[config.mk]
export PLATFORM = sky130hd
export DESIGN_NAME = adbg_jsp_apb_biu_p
export DESIGN_NICKNAME = d
export VERILOG_FILES = /design/src/rtl/adbg_jsp_16550_pkg.sv /design/src/rtl/adbg_jsp_fifo.sv /design/src/rtl/adbg_jsp_apb_biu_p.sv
export SDC_FILE = /design/constraint.sdc
export NUM_CORES = 1
export LEC_CHECK = 0
export BUFFER_PORTS_ARGS = -buffer_cell sky130_fd_sc_hd__buf_2
export CAP_MARGIN = 20
export CORE_MARGIN = 1
export CORE_UTILIZATION = 60
export DETAILED_ROUTE_END_ITERATION = 10
export PLACE_DENSITY = 0.79
export SETUP_SLACK_MARGIN = 0.05
export SLEW_MARGIN = 20
export SYNTH_ARGS = -nofsm -noshare
export SYNTH_HDL_FRONTEND = slang
export SYNTH_SLANG_ARGS = --single-unit
[constraint.sdc]
create_clock -name PCLK -period 3.8 [get_ports PCLK]
set_clock_uncertainty 0.2 [all_clocks]
set_input_delay 0.76 -clock PCLK [delete_from_list [all_inputs] [get_ports PCLK]]
set_output_delay 0.76 -clock PCLK [all_outputs]
set_load 0.1 [all_outputs]
[src/rtl/adbg_jsp_16550_pkg.sv]
// -----------------------------------------------------------------------------
// adbg_jsp_16550_pkg
// Shared definitions for the JTAG Serial Port 16550-style APB bus interface:
// register indices, IIR codes, the FCR receive-trigger encoding and packed
// views of the IER and LSR registers.
// -----------------------------------------------------------------------------
package adbg_jsp_16550_pkg;

   // Register indices (PADDR)
   localparam logic [2:0] ADDR_RBR_THR = 3'd0;  // DLL when DLAB=1
   localparam logic [2:0] ADDR_IER     = 3'd1;  // DLM when DLAB=1
   localparam logic [2:0] ADDR_IIR_FCR = 3'd2;
   localparam logic [2:0] ADDR_LCR     = 3'd3;
   localparam logic [2:0] ADDR_MCR     = 3'd4;
   localparam logic [2:0] ADDR_LSR     = 3'd5;
   localparam logic [2:0] ADDR_MSR     = 3'd6;
   localparam logic [2:0] ADDR_SCR     = 3'd7;

   // IIR codes; bits 7:6 report FIFOs enabled
   localparam logic [7:0] IIR_RLS  = 8'hC6;
   localparam logic [7:0] IIR_RDA  = 8'hC4;
   localparam logic [7:0] IIR_THRE = 8'hC2;
   localparam logic [7:0] IIR_NONE = 8'hC1;

   localparam logic [7:0] MSR_VALUE = 8'h0B;

   // FCR[7:6] receive trigger selection
   typedef enum logic [1:0] {
      TRIG_ONE     = 2'b00,
      TRIG_QUARTER = 2'b01,
      TRIG_HALF    = 2'b10,
      TRIG_NEAR    = 2'b11
   } fcr_trig_e;

   typedef struct packed {
      logic elsi;
      logic etbei;
      logic erbfi;
   } ier_struct;

   typedef struct packed {
      logic rsvd7;
      logic temt;
      logic thre;
      logic bi;
      logic fe;
      logic pe;
      logic oe;
      logic dr;
   } lsr_struct;

   // Receive-FIFO fill level at which the data-available interrupt fires
   function automatic int trig_level(input fcr_trig_e t, input int depth);
      case (t)
         TRIG_ONE:     return 1;
         TRIG_QUARTER: return depth / 4;
         TRIG_HALF:    return depth / 2;
         default:      return depth - 2;
      endcase
   endfunction

endpackage

[src/rtl/adbg_jsp_fifo.sv]
// -----------------------------------------------------------------------------
// adbg_jsp_fifo
// Byte FIFO with registered occupancy count. Push is ignored when full, pop is
// ignored when empty, and a synchronous clear overrides both.
// Ports:
//   PCLK, rst_i       clock, asynchronous active-high reset
//   clr               synchronous flush
//   push, din         write strobe and data
//   pop               advance the head
//   dout              current head (stale when empty)
//   count             occupied entries (0..DEPTH)
//   full, empty       decoded from count
// -----------------------------------------------------------------------------
module adbg_jsp_fifo #(
   parameter int DEPTH = 8,
   parameter int WIDTH = 8
) (
   input  logic                     PCLK,
   input  logic                     rst_i,
   input  logic                     clr,
   input  logic                     push,
   input  logic                     pop,
   input  logic [WIDTH-1:0]         din,
   output logic [WIDTH-1:0]         dout,
   output logic [$clog2(DEPTH):0]   count,
   output logic                     full,
   output logic                     empty
);

   localparam int AW = $clog2(DEPTH);
   localparam int CW = AW + 1;

   logic [WIDTH-1:0] mem [DEPTH];
   logic [AW-1:0]    wr_ptr;
   logic [AW-1:0]    rd_ptr;
   logic             do_push;
   logic             do_pop;

   assign full    = (count == CW'(DEPTH));
   assign empty   = (count == '0);
   assign do_push = push & ~full;
   assign do_pop  = pop & ~empty;
   assign dout    = mem[rd_ptr];

   // Pointers wrap naturally because DEPTH is a power of two
   always_ff @(posedge PCLK or posedge rst_i) begin
      if (rst_i) begin
         wr_ptr <= '0;
         rd_ptr <= '0;
         count  <= '0;
      end else if (clr) begin
         wr_ptr <= '0;
         rd_ptr <= '0;
         count  <= '0;
      end else begin
         if (do_push) wr_ptr <= wr_ptr + AW'(1);
         if (do_pop)  rd_ptr <= rd_ptr + AW'(1);
         count <= count + CW'(do_push) - CW'(do_pop);
      end
   end

   // Storage carries no reset; validity is tracked by count
   always_ff @(posedge PCLK) begin
      if (do_push && !clr) mem[wr_ptr] <= din;
   end

endmodule

[src/rtl/adbg_jsp_apb_biu_p.sv]
// -----------------------------------------------------------------------------
// adbg_jsp_apb_biu_p
// JTAG Serial Port bus interface unit: two byte FIFOs between the JTAG-side
// engine (valid/ready) and an APB slave emulating a 16550 UART with FIFOs on.
// Ports:
//   PCLK, rst_i                     clock, asynchronous active-high reset
//   jrx_valid_i/jrx_data_i/jrx_ready_o  JTAG -> RX FIFO byte handshake
//   jtx_valid_o/jtx_data_o/jtx_ready_i  TX FIFO -> JTAG byte handshake
//   rx_free_o, tx_avail_o           free RX entries, occupied TX entries
//   PSEL/PENABLE/PWRITE/PADDR/PWDATA/PRDATA/PREADY/PSLVERR  APB slave
//   int_o                           interrupt pending (IIR[0]=0)
// -----------------------------------------------------------------------------
module adbg_jsp_apb_biu_p #(
   parameter int DEPTH = 8
) (
   input  logic                     PCLK,
   input  logic                     rst_i,
   input  logic                     jrx_valid_i,
   input  logic [7:0]               jrx_data_i,
   output logic                     jrx_ready_o,
   output logic                     jtx_valid_o,
   output logic [7:0]               jtx_data_o,
   input  logic                     jtx_ready_i,
   output logic [$clog2(DEPTH):0]   rx_free_o,
   output logic [$clog2(DEPTH):0]   tx_avail_o,
   input  logic                     PSEL,
   input  logic                     PENABLE,
   input  logic                     PWRITE,
   input  logic [2:0]               PADDR,
   input  logic [7:0]               PWDATA,
   output logic [7:0]               PRDATA,
   output logic                     PREADY,
   output logic                     PSLVERR,
   output logic                     int_o
);

   import adbg_jsp_16550_pkg::*;

   localparam int CW = $clog2(DEPTH) + 1;

   logic        acc, rd_acc, wr_acc, dlab;
   logic        thr_wr, rbr_rd, fcr_wr, iir_rd, lsr_rd;
   ier_struct   ier;
   fcr_trig_e   trigger;
   logic [7:0]  lcr, scr, dll, dlm;
   logic        oe, thr_arm, arm_set;
   logic [7:0]  iir;
   lsr_struct   lsr;
   int          rx_lvl;

   logic          rx_clr, rx_push, rx_pop, rx_full, rx_empty;
   logic [7:0]    rx_head;
   logic [CW-1:0] rx_count;
   logic          tx_clr, tx_push, tx_pop, tx_full, tx_empty;
   logic [7:0]    tx_head;
   logic [CW-1:0] tx_count, tx_after;

   assign acc    = PSEL & PENABLE;
   assign rd_acc = acc & ~PWRITE;
   assign wr_acc = acc & PWRITE;
   assign dlab   = lcr[7];

   assign thr_wr = wr_acc & (PADDR == ADDR_RBR_THR) & ~dlab;
   assign rbr_rd = rd_acc & (PADDR == ADDR_RBR_THR) & ~dlab;
   assign fcr_wr = wr_acc & (PADDR == ADDR_IIR_FCR);
   assign iir_rd = rd_acc & (PADDR == ADDR_IIR_FCR);
   assign lsr_rd = rd_acc & (PADDR == ADDR_LSR);

   assign rx_clr  = fcr_wr & PWDATA[1];
   assign tx_clr  = fcr_wr & PWDATA[2];
   assign rx_push = jrx_valid_i & ~rx_full;
   assign rx_pop  = rbr_rd & ~rx_empty;
   assign tx_push = thr_wr & ~tx_full;
   assign tx_pop  = jtx_ready_i & ~tx_empty;

   adbg_jsp_fifo #(.DEPTH(DEPTH), .WIDTH(8)) u_rx_fifo (
      .PCLK  (PCLK),
      .rst_i (rst_i),
      .clr   (rx_clr),
      .push  (rx_push),
      .pop   (rx_pop),
      .din   (jrx_data_i),
      .dout  (rx_head),
      .count (rx_count),
      .full  (rx_full),
      .empty (rx_empty)
   );

   adbg_jsp_fifo #(.DEPTH(DEPTH), .WIDTH(8)) u_tx_fifo (
      .PCLK  (PCLK),
      .rst_i (rst_i),
      .clr   (tx_clr),
      .push  (tx_push),
      .pop   (tx_pop),
      .din   (PWDATA),
      .dout  (tx_head),
      .count (tx_count),
      .full  (tx_full),
      .empty (tx_empty)
   );

   // TX occupancy after this edge, ignoring a clear (clear wins separately)
   assign tx_after = tx_count + CW'(tx_push) - CW'(tx_pop);
   assign arm_set  = (tx_pop & (tx_after == '0)) |
                     (thr_wr & (tx_after != CW'(DEPTH)));

   always_ff @(posedge PCLK or posedge rst_i) begin
      if (rst_i) begin
         ier     <= '0;
         lcr     <= '0;
         scr     <= '0;
         dll     <= '0;
         dlm     <= '0;
         oe      <= 1'b0;
         thr_arm <= 1'b0;
         trigger <= TRIG_ONE;
      end else begin
         if (wr_acc) begin
            case (PADDR)
               ADDR_RBR_THR: if (dlab) dll <= PWDATA;
               ADDR_IER:     if (dlab) dlm <= PWDATA;
                             else      ier <= ier_struct'(PWDATA[2:0]);
               ADDR_IIR_FCR: trigger <= fcr_trig_e'(PWDATA[7:6]);
               ADDR_LCR:     lcr <= PWDATA;
               ADDR_SCR:     scr <= PWDATA;
               default:      ;
            endcase
         end
         // A dropped THR byte and an LSR read never coincide (write vs read)
         if (thr_wr && tx_full && !tx_pop) oe <= 1'b1;
         else if (thr_wr && tx_full)       oe <= 1'b1;
         else if (lsr_rd)                  oe <= 1'b0;
         // Flush beats a new arm event; a new arm event beats the IIR-read ack
         if (tx_clr)                             thr_arm <= 1'b0;
         else if (arm_set)                       thr_arm <= 1'b1;
         else if (iir_rd && (iir == IIR_THRE))   thr_arm <= 1'b0;
      end
   end

   assign rx_lvl = trig_level(trigger, DEPTH);

   always_comb begin
      lsr       = '0;
      lsr.temt  = ~tx_full;
      lsr.thre  = ~tx_full;
      lsr.oe    = oe;
      lsr.dr    = ~rx_empty;
   end

   always_comb begin
      if (oe && ier.elsi)                                 iir = IIR_RLS;
      else if ((int'(rx_count) >= rx_lvl) && ier.erbfi)   iir = IIR_RDA;
      else if (thr_arm && !tx_full && ier.etbei)          iir = IIR_THRE;
      else                                                iir = IIR_NONE;
   end

   always_comb begin
      PRDATA = 8'h00;
      case (PADDR)
         ADDR_RBR_THR: PRDATA = dlab ? dll : (rx_empty ? 8'h00 : rx_head);
         ADDR_IER:     PRDATA = dlab ? dlm : {5'b0, ier};
         ADDR_IIR_FCR: PRDATA = iir;
         ADDR_LCR:     PRDATA = lcr;
         ADDR_MCR:     PRDATA = 8'h00;
         ADDR_LSR:     PRDATA = lsr;
         ADDR_MSR:     PRDATA = MSR_VALUE;
         default:      PRDATA = scr;
      endcase
   end

   assign jrx_ready_o = ~rx_full;
   assign jtx_valid_o = ~tx_empty;
   assign jtx_data_o  = tx_empty ? 8'h00 : tx_head;
   assign rx_free_o   = CW'(DEPTH) - rx_count;
   assign tx_avail_o  = tx_count;
   assign int_o       = ~iir[0];
   assign PREADY      = 1'b1;
   assign PSLVERR     = 1'b0;

endmodule

== Word-level counts from Yosys, hierarchy flattened ==
Memories as Yosys holds them, arrays and structs flattened.
Index checks and enable logic that the tools add are counted.
Widths: inputs -> output; s select.
Operators by class
  add/subtract/negate cells: 11
  magnitude comparators: 1
  equality and inequality tests: 13
  muxes and demuxes: 29
  bitwise gates (word level): 30
  reductions and logical operators: 30
Operators by type and width (count)
  $pmux 8 s7: 1
  $ge 5x32->1: 1
  $mux 8: 4
  $mux 3: 10
  $and 1x1->1: 22
  $add 3x1->3 const B: 4
  $add 4x1->4: 3
  $eq 3x3->1 const B: 4
  $logic_not 4->1: 3
  $sub 4x1->4: 3
  $mux 1: 10
  $logic_and 1x1->1: 9
  $pmux 3 s3: 1
  $reduce_and 3->1: 3
  $eq 4x4->1 const B: 2
  $eq 8x8->1 const B: 1
  $mux 4: 2
  $reduce_bool 2->1: 4
  $not 1->1: 7
  $eq 3x2->1 const B: 2
  $reduce_and 2->1: 3
  $reduce_bool 3->1: 2
  $logic_not 1->1: 4
  $ne 4x4->1 const B: 1
  other kinds (8): 8
Word-level totals
  flip-flop bits (word level): 59
  RAM bits: 128
  input port bits: 26
  output and inout bits: 29
  word-level logic and storage cells: 132
  memories kept: 2
Memory list
  u_rx_fifo.mem: depth 8, bits a word 8, rd ports 1, clocked after Yosys merged registers in 0, write ports 1, RTL line adbg_jsp_fifo.sv:33  | logic [WIDTH-1:0] mem [DEPTH];
  u_tx_fifo.mem: depth 8, bits a word 8, rd ports 1, clocked after Yosys merged registers in 0, write ports 1, RTL line adbg_jsp_fifo.sv:33

== Longest topological paths before layout ==
Gate-level depths: netlist of run 1.
  depth after elaboration: 12
  depth in mapped cells: 14

== Modules after synthesis ==
Synthesis of run 1 repeated with hierarchy kept, for this count alone.
Second synthesis, totals
  cell total of the unflattened synthesis: 583
  area, all modules: 8758.4 µm²
By module, submodules not included
  adbg_jsp_fifo: times used 2, cells an instance 168, area each 3158.0 µm²
  adbg_jsp_apb_biu_p: times used 1, cells an instance 247, area each 2442.3 µm²

== Worst setup path before layout of run 1 ==
No wires, ideal clock.
  kind: reg2out
  start: register u_tx_fifo.count[2]
  end: output port PRDATA[1]
  arrival: 4.062 ns
  path slack: -1.222 ns
  stages on the path, launching flop included: 7
  path through: dfrtp_1 > inv_1 > ha_1 > or3b_2 > nand3_1 > o311a_1 > o21ai_0
On the way
  longest elaborated chain between the ends: 8
Ends and longest elaborated chain
  from (decl): RTL line adbg_jsp_fifo.sv:25  | output logic [$clog2(DEPTH):0] count,
  from (signal assigned): RTL line adbg_jsp_fifo.sv:58  | count <= count + CW'(do_push) - CW'(do_pop);
  $eq 4x4->1: RTL line adbg_jsp_fifo.sv:39  | assign full = (count == CW'(DEPTH));
  $logic_not 1->1: RTL line adbg_jsp_apb_biu_p.sv:153  | else if (thr_arm && !tx_full && ier.etbei) iir = IIR_THRE;
  $logic_and 1x1->1 (2 in series): RTL line adbg_jsp_apb_biu_p.sv:153
  $mux 2: RTL line adbg_jsp_apb_biu_p.sv:153
  $mux 3: RTL line adbg_jsp_apb_biu_p.sv:152  | else if ((int'(rx_count) >= rx_lvl) && ier.erbfi) iir = IIR_RDA;
  $mux 3: RTL line adbg_jsp_apb_biu_p.sv:151  | if (oe && ier.elsi) iir = IIR_RLS;
  $pmux 8 s7: RTL line adbg_jsp_apb_biu_p.sv:159  | case (PADDR)
  to (decl): RTL line adbg_jsp_apb_biu_p.sv:31  | output logic [7:0] PRDATA,
Every way passes these cells.

== Worst setup path after layout of run 1 ==
  start: register u_rx_fifo.count[1]
  end: output port PRDATA[3]
On the way
  longest elaborated chain between the ends: 4
Ends and longest elaborated chain
  from (decl): RTL line adbg_jsp_fifo.sv:25
  from (signal assigned): RTL line adbg_jsp_fifo.sv:58
  $logic_not 4->1: RTL line adbg_jsp_fifo.sv:40  | assign empty = (count == '0);
  $mux 8 (2 in series): RTL line adbg_jsp_apb_biu_p.sv:160  | ADDR_RBR_THR: PRDATA = dlab ? dll : (rx_empty ? 8'h00 : rx_head);
  $pmux 8 s7: RTL line adbg_jsp_apb_biu_p.sv:159
Every way passes these cells.

==> results of run 1 <==
## layer usage
layer / track usage (%) / up-vias / part of all wire, %
li1: - / 2247 / -
met1: 35.44 / 2572 / 41
met2: 45.19 / 216 / 51
met3: 6.179 / 27 / 6.2
met4: 10.55 / 0 / 2.1
met5: 0 / - / 0
## kinds of logic (layout without fill, tap and decap cells)
group | Yosys count | in the layout
flops | 187 | 187
simple gates | 140 | 140
mux | 88 | 88
compound gates | 64 | 64
buf+inv | 52 | 135
fa+ha+maj | 23 | 23
xor+xnor | 13 | 13
other cells | 2 | 2
## registers in the layout, summed over array words and instances (netlist names), 4 cells and up
register and cells:
u_rx_fifo.mem 64, scr 8, lcr 8, u_rx_fifo.count 4, u_tx_fifo.count 4, dll 8
u_tx_fifo.mem 64, dlm 8
## synth_stat cells, types with 3 or more instances
master     instances
a2111oi_0          3
a211oi_1           6
a21oi_1           14
and2_1             6
buf_2             12
buf_4              4
clkbuf_1          11
dfrtp_1           59
edfxtp_1         128
ha_1              21
inv_1             22
mux2_2            43
mux2i_1           19
mux4_2            26
nand2_1           26
nand2b_1           8
nand3_1            7
nand3b_1           4
nor2_1            52
nor2_2             3
nor2b_1           10
nor3_1             8
nor4_1             3
o21ai_0           18
o22ai_1            7
o31ai_1            4
or2_2              3
xnor2_1            7
xor2_1             6
## what timing repair did
| item | CTS | global route |
|---|---|---|
| resized for setup | 1 | 4 |
| gates cloned | 0 | 0 |
| endpoints found under the setup margin | 1 | 5 |
## per-stage QoR
| step | hold slack (ns) | std cells | setup TNS [ns] |
|---|---|---|---|
| after floorplan | 0.2752 | 569 | -1.148 |
| after global routing | 0.1764 | 828 | 0 |
| after detailed placement | 0.2996 | 796 | 0 |
| after global placement | 0.2895 | 796 | 0 |
| after CTS | 0.1447 | 828 | 0 |
| final | 0.1419 | 828 | 0 |
## worst reg2reg max path, stage by stage, from the launching register on
cell      delay [ns]
dfrtp_1         0.35
inv_1           0.08
ha_1            0.19
nor3b_1         0.15
nor2b_1         0.34
ha_1            0.31
inv_1           0.06
ha_1            0.16
inv_1           0.05
fa_1            0.37
xor2_1          0.21
nand3b_1        0.13
nor3b_1         0.21
o22ai_1         0.12
a21oi_1         0.15
## power by group through the flow
stage	Sequential (W)	Combinational, W	Clock (W)
4_1_cts	0.00272	0.00298	0.00179
3_3_place_gp	0.00274	0.00287	0
5_1_grt	0.00276	0.00317	0.00187
6_report	0.00272	0.00297	0.00177
3_5_place_dp	0.00276	0.00296	0
2_1_floorplan	0.00276	0.00234	0
## layout make-up
type	instances	area [um^2]	area share, %
Clock buffer	20	467.9	4.903
Inverter	22	82.58	0.8652
Sequential cell	187	5324	55.78
Tap cell	176	220.2	2.307
Timing Repair Buffer	81	510.5	5.349
Multi-Input combinational cell	330	2814	29.48
Clock inverter	12	125.1	1.311
## worst paths after layout
check                           slack (ns)          startpoint             endpoint
worst max-delay path                  0.18  u_rx_fifo.count[1]            PRDATA[3]
worst min-delay path                  0.14               rst_i           trigger[0]
worst max register to register        0.65  u_tx_fifo.count[2]              thr_arm
worst min register to register        0.31              lcr[2]               lcr[2]
max in group asynchronous             2.56               rst_i  u_rx_fifo.rd_ptr[0]
min in group PCLK                     0.31              lcr[2]               lcr[2]
==> run summary, run 1 <==
Status - complete, no violations
CTS tree - yes
Worst Path Required - 2.84 ns
HPWL Detailed - 12290 um
Adder-cell area share of the yosys netlist - 3.628%
Antenna diodes - 0
Initial Util - 62.28%
Final hold vios - 0
Vias - 5062
Avg Cell Area, Syn - 14.67 um^2
Layout Cell Area excl Fill - 0.009544 mm^2
Die area - 0.01438 mm^2
Slew Limit Fails - 0
Post-CTS Hold Fix Bufs - 0
CP max stage delay - 0.45 ns
Compound-cell area share of the yosys netlist - 4.843%
Cell variety after synth - 48
Pre-CTS setup slack - 0.4001 ns
CP Capture Type - output pin
Worst setup margin - 0.1828 ns
Power per cell area - 781.0 mW/mm^2
I/O Buffers - 52
Ys Warns - 0
Worst-path fanout max - 5
Peak VDD IR - 1.057 mV
Buf/Inv on CP - 2
Sw power - 0.003118 W
Grt total ovfl - 0
H-Tree Depth - 4
Synthesized flop and latch total - 187
Drt pass-1 iters - 6
Layout cell share with drive strength beyond 1 - 30.83%
Commonest non-fill, non-tap cell in the layout - edfxtp_1
Clock sinks - 187
CP max stage cell - buf_2
Worst Path Arrival - 2.66 ns
Top FF cell, synth - edfxtp_1
Power Total - 0.007454 W
Comb power frac - 39.8%
Number of cells on the worst reg-to-reg path - 14
Cell Rows - 42
Critical path class - flip-flop to output pin
Via-per-instance ratio - 6.114
Area leader, netlist - edfxtp_1
Peak Freq - 276.5 MHz
Syn Inst Count - 569
Slew headroom - 40.70%
RSZ-0062 raised after global routing - no
Post-CTS Setup Inserts - 0
Routed WL per cell - 21.73 um
DR iter-0 viols - 511
Clock tree buffer depth - 2
Cell Area, Placed - 0.008942 mm^2
Maximum capacitance violations - 0
Largest family of logic cells by synthesized area - multiplexers
Drc violations - 0
Min-delay worst type - input port to asynchronous set/reset pin
Syn nets - 618
Cell family contributing the most delay on the critical path - buffers and inverters
Synth top area cells - edfxtp_1 (46%), dfrtp_1 (18%), mux4_2 (7.0%)
Final Cycle Share - 95.19%
Post-synthesis mux area share - 15.10%
FFs w/ async S/R, synth - 31.55%
Leak - 3.672 nW
Critical path, cell by cell - inv_1 > ha_1 > a21o_1 > nor4_1 > a211oi_1 > nor2_2 > buf_2
Vias in the first global route - 5364
Syn-to-layout area delta - 14.36%
WP depth - 7
Die Ht - 119.9 um
Switching Share - 41.83%
Drt total wl - 17990 um
Commonest cells after routing, fill and taps aside - edfxtp_1 (128), dfrtp_1 (56), nor2_1 (50)
Tmin final - 3.617 ns
GRT Overall Usage - 27.37%
Layout fillers - 852
Worst Tran Pin Value - 0.8877 ns
First-pass GRT wire length - 28690 um
Routability cong. - 0.9209
Clk slew on worst S/H paths - 0.07 ns
Clock root cell - clkbuf_16
Post-Synth XOR/XNOR Area - 1.364%
Sequential cell area fraction in the yosys report - 63.75%
Largest net degree at the start of global routing - 24
Mapped Area - 0.008346 mm^2
Synth Area in Simple Gates - 8.351%
Initial antenna violation count - 0
Setup violators final - 0
Area of the core - 0.01340 mm^2
Critical Path Source Type - flip-flop
Final Net Count - 688
Sequential share of power - 36.5%
Die X - 119.9 um
Clk pwr share - 23.7%
DRT antenna net count - 0
Pint - 0.004335 W
Fin util - 71.22%
Num CTS Buffers - 17
Worst-skew pair later-pin latency - 0.43 ns
Top-area cell type share of the netlist area - 46.06%
Top-level port count - 55
Post-synth EDFFs - 128
(Power assumes the default switching activity.)
==> inputs of run 2 (changes only) <==
--- a/config.mk
+++ b/config.mk
@@ -8,9 +8,9 @@
 export BUFFER_PORTS_ARGS = -buffer_cell sky130_fd_sc_hd__buf_2
 export CAP_MARGIN = 20
 export CORE_MARGIN = 1
-export CORE_UTILIZATION = 60
+export CORE_UTILIZATION = 29
 export DETAILED_ROUTE_END_ITERATION = 10
-export PLACE_DENSITY = 0.79
+export PLACE_DENSITY = 0.44
 export SETUP_SLACK_MARGIN = 0.05
 export SLEW_MARGIN = 20
 export SYNTH_ARGS = -nofsm -noshare
==> run 2 against run 1 <==
Compared with the run above: final cell count up 24%; die area up 100%; critical path depth up 1; utilization down 36 points; register-to-register slack about the same; global-route usage down 14 points; clock power down 3%; fmax about the same; worst setup slack worse by 0.0031 ns; power down 0.98%.
==> run summary, run 2 (synthesis gave the netlist of run 1 again) <==
Area of the core - 0.02801 mm^2 (was 0.01340 mm^2)
Maximum capacitance violations - 0 (unchanged)
End of the worst register-to-register path - thr_arm (unchanged)
Tmin final - 3.620 ns (was 3.617 ns)
First-pass GRT wire length - 28990 um (was 28690 um)
Routability cong. - 0.7871 (was 0.9209)
Clk pwr share - 23.4% (was 23.7%)
Setup violators final - 0 (unchanged)
Slew headroom - 40.36% (was 40.70%)
CP max stage delay - 0.51 ns (was 0.45 ns)
Initial antenna violation count - 1 (was 0)
I/O Buffers - 52 (unchanged)
Clock tree buffer depth - 2 (unchanged)
Antenna diodes - 0 (unchanged)
Clock sinks - 187 (unchanged)
Grt total ovfl - 0 (unchanged)
Setup TNS - 0 ns (unchanged)
Pint - 0.004244 W (was 0.004335 W)
Biggest registers after layout - u_rx_fifo.mem (64), u_tx_fifo.mem (64) (unchanged)
Cell Rows - 61 (was 42)
Final Net Count - 687 (was 688)
DR iter-0 viols - 148 (was 511)
Top-level port count - 55 (unchanged)
Power per cell area - 751.4 mW/mm^2 (was 781.0 mW/mm^2)
CP max stage cell - or3b_2 (was buf_2)
Leak - 3.676 nW (was 3.672 nW)
Commonest cells after routing, fill and taps aside - edfxtp_1 (128), dfrtp_1 (56), nor2_1 (50) (unchanged)
Final hold vios - 0 (unchanged)
Reg2Reg Setup Slack - 0.65 ns (about the same)
HPWL Detailed - 13260 um (was 12290 um)
Vias - 4746 (was 5062)
Met1 Resource Use GR - 15.78% (was 35.44%)
Routed WL per cell - 17.97 um (was 21.73 um)
Final Cycle Share - 95.27% (was 95.19%)
Num CTS Buffers - 17 (unchanged)
Layout cell share with drive strength beyond 1 - 30.57% (was 30.83%)
Die X - 171.6 um (was 119.9 um)
Post-CTS Setup Inserts - 0 (unchanged)
Drt pass-1 iters - 4 (was 6)
Slew Limit Fails - 0 (unchanged)
RSZ-0062 raised after global routing - no (unchanged)
CTS tree - yes (unchanged)
Switching Share - 42.50% (was 41.83%)
Via-per-instance ratio - 4.612 (was 6.114)
Worst Tran Pin Value - 0.8946 ns (was 0.8877 ns)
Worst Path Required - 2.84 ns (about the same)
Met2 Use GR - 24.49% (was 45.19%)
Min-delay worst type - input port to asynchronous set/reset pin (unchanged)
Die Ht - 171.6 um (was 119.9 um)
Comb power frac - 40.2% (was 39.8%)
Cell family contributing the most delay on the critical path - simple AND/OR/NAND/NOR gates (was buffers and inverters)
Layout fillers - 2732 (was 852)
CP Capture Type - output pin (unchanged)
Final Non-Filler Cells - 1029 (was 828)
Commonest non-fill, non-tap cell in the layout - edfxtp_1 (unchanged)
Sw power - 0.003137 W (was 0.003118 W)
M3 GR Usage - 2.600% (was 6.179%)
Sequential share of power - 36.4% (was 36.5%)
Peak Freq - 276.2 MHz (was 276.5 MHz)
Largest net degree at the start of global routing - 49 (was 24)
Peak VDD IR - 0.3792 mV (was 1.057 mV)
RR Startpoint - u_tx_fifo.count[2] (unchanged)
GRT Overall Usage - 13.32% (was 27.37%)
Cell Area, Placed - 0.009248 mm^2 (was 0.008942 mm^2)
Inst Count DP - 997 (was 796)
Initial Util - 29.79% (was 62.28%)
Critical Path Source Type - flip-flop (unchanged)
Power Total - 0.007381 W (was 0.007454 W)
DRT antenna net count - 0 (unchanged)
Syn-to-layout area delta - 17.71% (was 14.36%)
Buf/Inv on CP - 2 (unchanged)
Die area - 0.02946 mm^2 (was 0.01438 mm^2)
Most Crowded Layer GR - met2 (unchanged)
Clk slew on worst S/H paths - 0.09 ns (was 0.07 ns)
Critical path class - flip-flop to output pin (unchanged)
Worst Path Arrival - 2.66 ns (about the same)
Status - complete, no violations (unchanged)
Final hold slack - 0.2794 ns (was 0.1419 ns)
Worst-skew pair later-pin latency - 0.43 ns (about the same)
Number of cells on the worst reg-to-reg path - 14 (unchanged)
Clock root cell - clkbuf_16 (unchanged)
Layout Cell Area excl Fill - 0.009823 mm^2 (was 0.009544 mm^2)
Critical path, cell by cell - inv_1 > ha_1 > or3b_2 > or2_2 > mux2_2 > o21ai_1 > o21ai_2 > buf_12 (was inv_1 > ha_1 > a21o_1 > nor4_1 > a211oi_1 > nor2_2 > buf_2)
Vias in the first global route - 5045 (was 5364)
Drc violations - 0 (unchanged)
Worst-path fanout max - 4 (was 5)
H-Tree Depth - 4 (unchanged)
Drt total wl - 18490 um (was 17990 um)
run 2: worst max-delay path by stage:
stage | startpoint | to | slack (ns) | depth (start not counted)
global route | u_tx_fifo.count[2] | PRDATA[5] | 0.06 | 8
detailed placement | PADDR[1] | PRDATA[1] | 0.40 | 5
finish | u_tx_fifo.count[2] | PRDATA[5] | 0.18 | 8
global placement | u_rx_fifo.rd_ptr[1] | PRDATA[1] | 0.42 | 7
floorplan | u_tx_fifo.count[2] | jtx_data_o[0] | -0.14 | 5
CTS | u_tx_fifo.count[2] | PRDATA[5] | 0.13 | 8
run 2: power by group through the flow:
stage	sequential (W)	clock [W]	combinational, W
detailed placement	0.00274	0	0.00302
CTS	0.00270	0.00177	0.00303
finish	0.00269	0.00172	0.00297
global placement	0.00273	0	0.00298
floorplan	0.00276	0	0.00234
global route	0.00273	0.00185	0.00319
run 2: cell type report:
| type | instances | area, um^2 | share of cell area [%] |
|---|---|---|---|
| Clock buffer | 18 | 429.2 | 4.369 |
| Tap cell | 378 | 473.0 | 4.815 |
| Timing Repair Buffer | 80 | 560.5 | 5.706 |
| Clock inverter | 14 | 142.6 | 1.452 |
| Inverter | 22 | 83.83 | 0.8534 |
| Sequential cell | 187 | 5324 | 54.20 |
| Multi-Input combinational cell | 330 | 2810 | 28.61 |
run 2: worst register-to-register path, delay by kind of cell (launching register included):
kind / cells / cell delay (ns)
compound gates: 2 / 0.25
xor+xnor: 1 / 0.22
fa+ha+maj: 4 / 1.04
buf+inv: 3 / 0.18
flops: 1 / 0.34
simple gates: 4 / 0.83
run 2: per-layer routing:
metal,share of wire [%],vias to the layer above
met3,2.4,20
li1,-,2253
met1,43,2395
met5,0.043,-
met4,1.2,2
met2,53,76
run 2: what timing repair did:
action,CTS,global route
gates resized for setup,3,0
endpoints found under the setup margin,4,0
hold buffers,0,0
run 2: stage by stage:
stage	setup WS, ns	util, %
5_1_grt	0.05827	35.07
3_5_place_dp	0.3983	33.01
2_1_floorplan	-0.1435	-
3_3_place_gp	0.4203	33.01
4_1_cts	0.1316	35.07
6_report	0.1798	35.07
==> inputs of run 3 (changes only) <==
--- a/config.mk
+++ b/config.mk
@@ -5,12 +5,14 @@
 export SDC_FILE = /design/constraint.sdc
 export NUM_CORES = 1
 export LEC_CHECK = 0
+export ABC_AREA = 1
 export BUFFER_PORTS_ARGS = -buffer_cell sky130_fd_sc_hd__buf_2
 export CAP_MARGIN = 20
+export CORE_ASPECT_RATIO = 2
 export CORE_MARGIN = 1
 export CORE_UTILIZATION = 29
 export DETAILED_ROUTE_END_ITERATION = 10
-export PLACE_DENSITY = 0.44
+export PLACE_DENSITY = 0.53
 export SETUP_SLACK_MARGIN = 0.05
 export SLEW_MARGIN = 20
 export SYNTH_ARGS = -nofsm -noshare
==> run 3 against run 2 <==
Compared with the run above: worst hold slack worse by 0.16 ns; worst setup slack improved by 0.040 ns; critical path depth increased by 2; power up 8.2%; synthesized cell count rose by 48%; global-route usage rose by 2.3 points; largest cell class unchanged; sequential cell count stayed put; critical path type unchanged.
==> run summary, run 3 <==
Status - complete, no violations (unchanged)
Inst Count DP - 1247 (was 997)
Grt total ovfl - 0 (unchanged)
Clk slew on worst S/H paths - 0.07 ns (was 0.09 ns)
Critical path class - flip-flop to output pin (unchanged)
Post-synth EDFFs - 128 (unchanged)
Slew Limit Fails - 0 (unchanged)
Synth top area cells - edfxtp_1 (45%), dfrtp_1 (17%), nand2_1 (7.0%) (was edfxtp_1 (46%), dfrtp_1 (18%), mux4_2 (7.0%))
Worst Path Arrival - 2.62 ns (was 2.66 ns)
Setup TNS - 0 ns (unchanged)
Power per cell area - 796.6 mW/mm^2 (was 751.4 mW/mm^2)
Final Net Count - 955 (was 687)
Top-level port count - 55 (unchanged)
Peak Freq - 279.3 MHz (was 276.2 MHz)
Avg Cell Area, Syn - 10.07 um^2 (was 14.67 um^2)
Antenna diodes - 0 (unchanged)
HPWL Detailed - 16240 um (was 13260 um)
Area leader, netlist - edfxtp_1 (unchanged)
Initial Util - 29.47% (was 29.79%)
Clock tree buffer depth - 2 (unchanged)
Largest net degree at the start of global routing - 42 (was 49)
Syn nets - 890 (was 618)
Die area - 0.02993 mm^2 (was 0.02946 mm^2)
Ys Warns - 0 (unchanged)
Peak VDD IR - 0.4472 mV (was 0.3792 mV)
Clock sinks - 187 (unchanged)
Maximum capacitance violations - 0 (unchanged)
Worst-skew pair later-pin latency - 0.45 ns (was 0.43 ns)
Drc violations - 0 (unchanged)
Most frequent cells after synthesis - nand2_1 (157), nor2_1 (130), edfxtp_1 (128) (was edfxtp_1 (128), dfrtp_1 (59), nor2_1 (52))
Vias in the first global route - 6219 (was 5045)
Commonest cells after routing, fill and taps aside - nand2_1 (157), edfxtp_1 (128), nor2_1 (121) (was edfxtp_1 (128), dfrtp_1 (56), nor2_1 (50))
Area of the core - 0.02874 mm^2 (was 0.02801 mm^2)
Mapped Area - 0.008469 mm^2 (was 0.008346 mm^2)
Tmin final - 3.580 ns (was 3.620 ns)
Drt pass-1 iters - 4 (unchanged)
Final hold vios - 0 (unchanged)
RSZ-0062 raised after global routing - no (unchanged)
CP Capture Type - output pin (unchanged)
First-pass GRT wire length - 34080 um (was 28990 um)
Top-area cell type share of the netlist area - 45.38% (was 46.06%)
Leak - 4.092 nW (was 3.676 nW)
Final Non-Filler Cells - 1279 (was 1029)
Cell Rows - 88 (was 61)
Top FF cell, synth - edfxtp_1 (unchanged)
Syn Inst Count - 841 (was 569)
Most frequent CP cell - nand2_1
Cell variety after synth - 37 (was 48)
Power Total - 0.007988 W (was 0.007381 W)
Worst Tran Pin Value - 0.8117 ns (was 0.8946 ns)
Worst Path Required - 2.84 ns (about the same)
Routability cong. - 0.8067 (was 0.7871)
Critical path, cell by cell - inv_1 > ha_1 > nand2_1 > inv_1 > nor2_2 > nand3_1 > nand2_1 > nand2_1 > nand4_1 > buf_2 (was inv_1 > ha_1 > or3b_2 > or2_2 > mux2_2 > o21ai_1 > o21ai_2 > buf_12)
Drt total wl - 21810 um (was 18490 um)
CP max stage cell - buf_2 (was or3b_2)
Syn-to-layout area delta - 18.41% (was 17.71%)
Routed WL per cell - 17.05 um (was 17.97 um)
DR iter-0 viols - 293 (was 148)
Die X - 122.8 um (was 171.6 um)
Sequential cell area fraction in the yosys report - 62.82% (was 63.75%)
Post-CTS Hold Fix Bufs - 0 (unchanged)
Final Cycle Share - 94.21% (was 95.27%)
Vias - 5968 (was 4746)
Critical Path Source Type - flip-flop (unchanged)
DRT antenna net count - 0 (unchanged)
Min-delay worst type - input port to asynchronous set/reset pin (unchanged)
CP max stage delay - 0.44 ns (was 0.51 ns)
FFs w/ async S/R, synth - 31.55% (unchanged)
Clock root cell - clkbuf_16 (unchanged)
Final hold slack - 0.1208 ns (was 0.2794 ns)
Initial antenna violation count - 0 (was 1)
H-Tree Depth - 4 (unchanged)
Synthesized flop and latch total - 187 (unchanged)
Via-per-instance ratio - 4.666 (was 4.612)
Slew headroom - 45.89% (was 40.36%)
Worst-path fanout max - 9 (was 4)
Biggest registers after layout - u_rx_fifo.mem (64), u_tx_fifo.mem (64) (unchanged)
Die Ht - 243.7 um (was 171.6 um)
Num CTS Buffers - 17 (unchanged)
GRT Overall Usage - 15.65% (was 13.32%)
Commonest non-fill, non-tap cell in the layout - nand2_1 (was edfxtp_1)
Fin util - 34.90% (was 35.07%)
Setup violators final - 0 (unchanged)
CTS tree - yes (unchanged)
Layout cell share with drive strength beyond 1 - 15.89% (was 30.57%)
Layout fillers - 2886 (was 2732)
Top-count cell post-synth - nand2_1 (was edfxtp_1)
I/O Buffers - 52 (unchanged)
-- run 3: worst max-delay path: cells and delay by family (launching register included) --
| kind | cells | cell delay (ns) |
|---|---|---|
| buffers and inverters | 3 | 0.63 |
| flip-flops | 1 | 0.38 |
| adder cells (fa/ha/maj) | 1 | 0.24 |
| AND/OR/NAND/NOR | 6 | 0.91 |
-- run 3: logic make-up (layout without fill, tap and decap cells) --
group / count (synthesis) / in the layout / synth area share [%]
adders and majority gates: 23 / 23 / 3.575
AOI/OAI and AO/OA: 138 / 138 / 9.041
xor gates and xnor gates: 4 / 4 / 0.4137
buffers and inverters: 116 / 194 / 5.510
other: 2 / 2 / 0.08867
and+or+nand+nor: 371 / 371 / 18.56
DFF: 187 / 187 / 62.82
-- run 3: path summary, 6_finish.rpt --
check                              startpoint                   to  slack, ns  depth (start not counted)
setup / recovery           u_rx_fifo.count[1]            PRDATA[2]       0.22                         10
hold / removal                          rst_i  u_rx_fifo.wr_ptr[0]       0.12                          2
setup reg to reg           u_tx_fifo.count[2]              thr_arm       0.60                         16
hold reg to reg                        dlm[5]               dlm[5]       0.29                          2
max in group asynchronous               rst_i               scr[3]       2.68                          3
min in group PCLK                      dlm[5]               dlm[5]       0.29                          2
-- run 3: repair_timing --
action,4_1_cts,5_1_grt
setup endpoints to repair,6,0
resized for setup,1,0
buffers inserted,0,0
-- run 3: where the power goes --
group	switching, W	internal (W)
sequential	0.000191	0.00246
combinational	0.00266	0.000871
clock	0.000817	0.000986
-- run 3: per-stage QoR --
step | worst slack [ns] | area [um^2]
after global routing | 0.06304 | 10030
final | 0.2198 | 10030
after global placement | 0.4441 | 9434
after detailed placement | 0.4085 | 9434
after floorplan | 0.1484 | 8544
after CTS | 0.1519 | 10030
-- run 3: layout make-up --
type                       instances  area, um^2  area share (%)
clock buffer                      18       429.2           4.279
inverter                          82       311.5           3.107
clock inverter                    14       162.7           1.622
multi-input combinational        538        2781           27.74
sequential                       187        5320           53.05
tap                              360       450.4           4.492
timing repair buffer              80       573.1           5.714
-- run 3: per-layer routing --
metal	vias to the layer above	track usage, %	part of all wire [%]
met5	-	0	0
met3	37	2.481	2.6
met2	100	31.97	61
met1	2869	14.31	34
met4	0	6.815	2.7
li1	2962	-	-
